<file path="src/rtl/rr_stream_mux_pkg.sv">
// rr_stream_mux_pkg: shared types, widths and helpers for the round-robin stream mux.
//   mode_e        : channel selection mode (fixed select / round-robin)
//   CNT_W         : width of the optional output-handshake counter
//   onehot_to_idx : one-hot grant vector (up to MAX_CH bits) to binary index
package rr_stream_mux_pkg;

  typedef enum logic {
    MODE_FIXED = 1'b0,
    MODE_RR    = 1'b1
  } mode_e;

  localparam int unsigned CNT_W     = 16;
  localparam int unsigned MAX_CH    = 16;
  localparam int unsigned IDX_MAX_W = 4;

  // OR of the indices of all set bits; exact for a one-hot or all-zero input.
  function automatic logic [IDX_MAX_W-1:0] onehot_to_idx(input logic [MAX_CH-1:0] oh);
    logic [IDX_MAX_W-1:0] idx;
    idx = '0;
    for (int unsigned i = 0; i < MAX_CH; i++) begin
      if (oh[i]) idx = idx | IDX_MAX_W'(i);
    end
    return idx;
  endfunction

endpackage

</file>
<file path="src/rtl/rr_arbiter.sv">
// rr_arbiter: combinational rotating-priority arbiter.
//   req       : per-channel request
//   ptr       : last granted channel; search starts at ptr+1 and wraps
//   enable    : when low no grant is issued
//   grant     : one-hot grant (all zero when nothing granted)
//   grant_idx : binary index of the granted channel
module rr_arbiter
  import rr_stream_mux_pkg::*;
#(
  parameter int unsigned NUM_CH = 4
) (
  input  logic [NUM_CH-1:0]         req,
  input  logic [$clog2(NUM_CH)-1:0] ptr,
  input  logic                      enable,
  output logic [NUM_CH-1:0]         grant,
  output logic [$clog2(NUM_CH)-1:0] grant_idx
);

  localparam int unsigned IDX_W = $clog2(NUM_CH);

  logic [IDX_W:0]      cand_c;
  logic                found_c;
  logic [MAX_CH-1:0]   grant_ext_c;

  // Walk ptr+1 .. ptr+NUM_CH (mod NUM_CH); first requester wins.
  always_comb begin
    grant   = '0;
    found_c = 1'b0;
    cand_c  = '0;
    for (int unsigned off = 1; off <= NUM_CH; off++) begin
      cand_c = {1'b0, ptr} + (IDX_W+1)'(off);
      if (cand_c >= (IDX_W+1)'(NUM_CH)) cand_c = cand_c - (IDX_W+1)'(NUM_CH);
      if (enable && !found_c && req[cand_c[IDX_W-1:0]]) begin
        grant[cand_c[IDX_W-1:0]] = 1'b1;
        found_c                  = 1'b1;
      end
    end
  end

  // Widen the grant to the helper's fixed width before encoding.
  always_comb begin
    grant_ext_c               = '0;
    grant_ext_c[NUM_CH-1:0]   = grant;
    grant_idx                 = IDX_W'(onehot_to_idx(grant_ext_c));
  end

endmodule

</file>
<file path="src/rtl/rr_stream_mux.sv">
// rr_stream_mux: N-channel valid/ready stream mux with one registered output stage.
// Selection is fixed (sel_i) or round-robin, chosen every cycle by mode_i.
//   clk, reset : clock and synchronous active-high reset
//   mode_i     : 0 = fixed select, 1 = round-robin
//   sel_i      : channel index used in fixed mode
//   valid_i    : per-channel valid; data_i holds channel k at [k*WIDTH +: WIDTH]
//   ready_o    : per-channel ready (combinational, at most one bit set)
//   valid_o    : output register holds a word; data_o/ch_o give word and source
//   ready_i    : downstream ready
//   xfer_cnt_o : saturating output-handshake count, present only when
//                RR_STREAM_MUX_CNT_EN is defined
module rr_stream_mux
  import rr_stream_mux_pkg::*;
#(
  parameter int unsigned WIDTH  = 8,
  parameter int unsigned NUM_CH = 4
) (
  input  logic                      clk,
  input  logic                      reset,
  input  logic                      mode_i,
  input  logic [$clog2(NUM_CH)-1:0] sel_i,
  input  logic [NUM_CH-1:0]         valid_i,
  input  logic [NUM_CH*WIDTH-1:0]   data_i,
  output logic [NUM_CH-1:0]         ready_o,
  output logic                      valid_o,
  output logic [WIDTH-1:0]          data_o,
  output logic [$clog2(NUM_CH)-1:0] ch_o,
  input  logic                      ready_i
`ifdef RR_STREAM_MUX_CNT_EN
  ,
  output logic [CNT_W-1:0]          xfer_cnt_o
`endif
);

  localparam int unsigned IDX_W = $clog2(NUM_CH);

  logic [IDX_W-1:0]  ptr_q;
  logic              load_en_c;
  logic [NUM_CH-1:0] sel_mask_c;
  logic [NUM_CH-1:0] req_c;
  logic [NUM_CH-1:0] grant_c;
  logic [IDX_W-1:0]  grant_idx_c;
  logic              xfer_c;
  logic [WIDTH-1:0]  data_sel_c;

  assign load_en_c = !valid_o || ready_i;

  // Decode sel_i; an out-of-range select matches no channel.
  always_comb begin
    sel_mask_c = '0;
    for (int unsigned k = 0; k < NUM_CH; k++) begin
      sel_mask_c[k] = (sel_i == IDX_W'(k));
    end
  end

  // Fixed mode reuses the arbiter with a single-candidate request vector.
  assign req_c = (mode_e'(mode_i) == MODE_RR) ? valid_i : (valid_i & sel_mask_c);

  rr_arbiter #(
    .NUM_CH (NUM_CH)
  ) u_arb (
    .req       (req_c),
    .ptr       (ptr_q),
    .enable    (load_en_c && !reset),
    .grant     (grant_c),
    .grant_idx (grant_idx_c)
  );

  assign ready_o = grant_c;
  assign xfer_c  = |grant_c;

  // AND-OR data select driven by the one-hot grant.
  always_comb begin
    data_sel_c = '0;
    for (int unsigned k = 0; k < NUM_CH; k++) begin
      if (grant_c[k]) data_sel_c = data_sel_c | data_i[k*WIDTH +: WIDTH];
    end
  end

  // Output register and priority pointer; drain without reload only clears valid.
  always_ff @(posedge clk) begin
    if (reset) begin
      valid_o <= 1'b0;
      data_o  <= '0;
      ch_o    <= '0;
      ptr_q   <= IDX_W'(NUM_CH - 1);
    end else if (xfer_c) begin
      valid_o <= 1'b1;
      data_o  <= data_sel_c;
      ch_o    <= grant_idx_c;
      ptr_q   <= grant_idx_c;
    end else if (ready_i) begin
      valid_o <= 1'b0;
    end
  end

`ifdef RR_STREAM_MUX_CNT_EN
  logic [CNT_W-1:0] cnt_q;

  // Saturating count of output handshakes.
  always_ff @(posedge clk) begin
    if (reset) begin
      cnt_q <= '0;
    end else if (valid_o && ready_i && (cnt_q != '1)) begin
      cnt_q <= cnt_q + CNT_W'(1);
    end
  end

  assign xfer_cnt_o = cnt_q;
`endif

endmodule

</file>
<file path="config.mk">
export PLATFORM = sky130hd
export DESIGN_NAME = rr_stream_mux
export DESIGN_NICKNAME = d
export VERILOG_FILES = /design/src/rtl/rr_stream_mux_pkg.sv /design/src/rtl/rr_arbiter.sv /design/src/rtl/rr_stream_mux.sv
export SDC_FILE = /design/constraint.sdc
export NUM_CORES = 1
export LEC_CHECK = 0
export ABC_CLOCK_PERIOD_IN_PS = 2600
export CAP_MARGIN = 25
export CORE_MARGIN = 4
export CORE_UTILIZATION = 37
export CTS_BUF_LIST = sky130_fd_sc_hd__clkbuf_8 sky130_fd_sc_hd__clkbuf_16
export DETAILED_ROUTE_END_ITERATION = 6
export PLACE_DENSITY = 0.85
export SLEW_MARGIN = 20
export SYNTH_ARGS = -nofsm -noshare
export SYNTH_HDL_FRONTEND = slang
export SYNTH_HIERARCHICAL = 1
export SYNTH_SLANG_ARGS = --single-unit
</file>
<file path="constraint.sdc">
create_clock -name clk -period 2.6 [get_ports clk]
set_input_delay 0.39 -clock clk [delete_from_list [all_inputs] [get_ports clk]]
set_output_delay 0.39 -clock clk [all_outputs]
set_load 0.03 [all_outputs]
</file>
==> results.sh <==
export IMPL_track_usage_pct=26.6
export IMPL_clockRootBuffer="clkbuf_8"
export IMPL_synth_ff_latch_count=13
export IMPL_via_per_inst=5.68
export IMPL_cap_violations=0
export IMPL_syn_area_um2=1220
export IMPL_routed_via_count=1574
export IMPL_htreeDepth=1
export IMPL_grt_antenna_before_repair=0
export IMPL_fin_worst_skew_ps=5.05
export IMPL_clk_pin_slew_ps=50
export IMPL_synth_largest_area_cell="dfxtp_1"
export IMPL_crit_arrival_ps=2300
export IMPL_drc=0
export IMPL_synth_top_area_share_pct=21.3
export IMPL_min_path_type="flip-flop to flip-flop"
export IMPL_grt_pass1_wl_mm=8.68
export IMPL_synth_compound_area_share_pct=37.5
export IMPL_synth_xor_area_share_pct=0
export IMPL_globalRouteOverflowTotal=0
export IMPL_powerDensity_nw_per_um2=983
export IMPL_coreArea_um2=3100
export IMPL_clock_path_buffers=2
export IMPL_yosysSeqAreaShare_pct=21.3
export IMPL_insertion_delay_ps=250
export IMPL_cts_buffers_inserted=3
export IMPL_fin_crit_ps=2690
export IMPL_finalCritPeriodShare_pct=104
export IMPL_grt_max_degree=15
export IMPL_synth_top_family_by_area="compound AO/OA/AOI/OAI gates"
export IMPL_fin_ws_ps=-93.7
export IMPL_io_pin_count=57
export IMPL_worstPathMaxFanout=6
export IMPL_maxSlewViolCount=0
export IMPL_fmax_mhz=371
export IMPL_ff2ff_setup_slack_ps=-30
export IMPL_drtIter0Drc=121
export IMPL_post_drt_wl_per_cell_um=20.3
export IMPL_die_height_um=65.5
export IMPL_setup_viol=16
export IMPL_antennaDiodeCount=0
export IMPL_synth_simple_area_share_pct=23.1
export IMPL_dp_cells=253
export IMPL_crit_path_start_kind="input pin"
export IMPL_synth_adder_area_share_pct=7.17
export IMPL_endpoint_kind="output port"
export IMPL_syn_inst=136
export IMPL_gp_congestion=0.900
export IMPL_first_pass_iters=4
export IMPL_cts_sinks=13
export IMPL_syn_mean_instance_area_um2=8.98
export IMPL_critPathRequiredTime_ps=2210
export IMPL_nets=283
export IMPL_drive_above_1_share_pct=48.9
export IMPL_tns_ps=-735
export IMPL_areaGrowthSynthToFinish_pct=107
export IMPL_die_w_um=65.5
export IMPL_max_slew_worst_pin_slew_ps=435
export IMPL_slew_headroom_pct=71.0
export IMPL_status="finished, violations left"
export IMPL_synth_warning_count=6
export IMPL_wl_mm=5.62
export IMPL_synth_cell_types=34
export IMPL_finalHoldViolations=0
export IMPL_grt_pass1_vias=1639
export IMPL_crit_type="input pin to output port"
export IMPL_final_common_cell="clkdlybuf4s50_1"
export IMPL_die_area_um2=4280
export IMPL_p_leak_nw=0.955
export IMPL_stdcell_count=277
export IMPL_ant_nets=0
export IMPL_start_util_pct=39.4
export IMPL_rsz0062_at_grt="true"
export IMPL_vdd_drop_max_uv=472
export IMPL_fillers=199
export IMPL_cts_tree="yes"
export IMPL_synth_mux_area_share_pct=4.30
export IMPL_final_cell_mix="45 x clkdlybuf4s50_1, 31 x buf_4, 17 x buf_6, 11 x dfxtp_1, 10 x nand2_1"
export IMPL_rows=20
export IMPL_synth_fp_nets=185
export IMPL_failed_checks="negative setup slack"
export IMPL_port_buffers=56
export IMPL_synth_area_top_cells="dfxtp_1 21%, ha_1 7.2%, a221oi_1 5.7%, a211oi_2 5.1%, a22oi_1 4.9%"
export IMPL_dp_hpwl_mm=3.41
per-stage QoR:
| step | area [um^2] | util, % | hold WS [ps] | setup WS, ps | total power [mW] |
|---|---|---|---|---|---|
| 2_1_floorplan | 1290 | - | 463 | -227 | 1.33 |
| 4_1_cts | 2420 | 77.9 | 459 | -93.6 | 2.32 |
| 5_1_grt | 2530 | 81.6 | 485 | -169 | 2.63 |
| 3_3_place_gp | 2000 | 64.6 | 447 | -630 | 1.69 |
| 6_report | 2530 | 81.6 | 461 | -93.7 | 2.49 |
| 3_5_place_dp | 2000 | 64.6 | 451 | -727 | 1.73 |
what timing repair did:
item	in CTS	in global routing
setup buffers	18	2
gates cloned	1	0
resized for setup	61	27
endpoints found under the setup margin	17	17
pin swaps	25	29
hold buffers	0	0
routing by layer:
metal	vias to the layer above	part of all wire [%]	GRT usage (%)
met5	-	0	0
met4	0	3.1	9.59
met3	22	9.1	8.03
met2	77	52	50.7
met1	754	36	26.8
li1	721	-	-
cells by family (layout without fill, tap and decap cells):
family / Yosys count / in the layout
buffers and inverters: 12 / 108
AND/OR/NAND/NOR: 43 / 44
multiplexers: 2 / 2
adder cells (fa/ha/maj): 7 / 7
AO/OA/AOI/OAI: 59 / 59
flip-flops: 13 / 13
flip-flops by register name, indices dropped and copies added, names as in the netlist:
name,flops
ptr_q,2
data_o,8
ch_o,2
valid_o,1
power by group:
group          switching (mW)  total, mW  internal (mW)
Combinational            1.04       1.99          0.943
Clock                  0.0823      0.187          0.105
Sequential             0.0482      0.316          0.267
Total                    1.17       2.49           1.31
critical path: stages:
cell and delay, ps:
buf_8 100, nor2b_4 120, o21a_4 210, or3b_4 390, a2111oi_4 320, buf_6 190, o21ai_4 70, a31oi_4 250
buf_6 140, buf_6 120
cells in the mapped netlist:
| master | count |
|---|---|
| nor2_4 | 3 |
| a211oi_2 | 5 |
| buf_6 | 4 |
| buf_4 | 1 |
| o21a_1 | 7 |
| a21boi_1 | 1 |
| nand3b_1 | 4 |
| o22ai_1 | 2 |
| inv_1 | 4 |
| nand2b_1 | 1 |
| or3b_1 | 3 |
| nor4_4 | 1 |
| or3b_2 | 1 |
| ha_1 | 7 |
| or3b_4 | 1 |
| o211ai_1 | 4 |
| clkbuf_1 | 1 |
| a21oi_1 | 8 |
| a211oi_1 | 3 |
| buf_2 | 2 |
| a2111oi_4 | 1 |
| or4_4 | 1 |
| nor2b_1 | 4 |
| dfxtp_1 | 13 |
| nor2_1 | 5 |
| nand2_1 | 12 |
| nor2_2 | 5 |
| a31oi_1 | 4 |
| nand2_2 | 2 |
| o21ai_0 | 6 |
| a22oi_1 | 8 |
| a41oi_1 | 2 |
| a221oi_1 | 8 |
| mux4_1 | 2 |
area by class of cell:
class / count / area [um^2] / area share (%)
clock buffer: 3 / 41.3 / 1.63
timing repair buffer: 100 / 961 / 38.0
tap: 44 / 55.1 / 2.17
sequential: 13 / 263 / 10.4
inverter: 4 / 15.0 / 0.593
clock inverter: 1 / 3.75 / 0.148
multi-input combinational: 112 / 1190 / 47.1
worst paths after layout:
kind,startpoint,to,cells past startpoint
worst min-delay path,ch_o[1],ch_o[1],2
worst max register to register,ptr_q[1],data_o[4],10
worst min register to register,ch_o[1],ch_o[1],2
worst max-delay path,sel_i[0],ready_o[1],10
(Power assumes the default switching activity.)
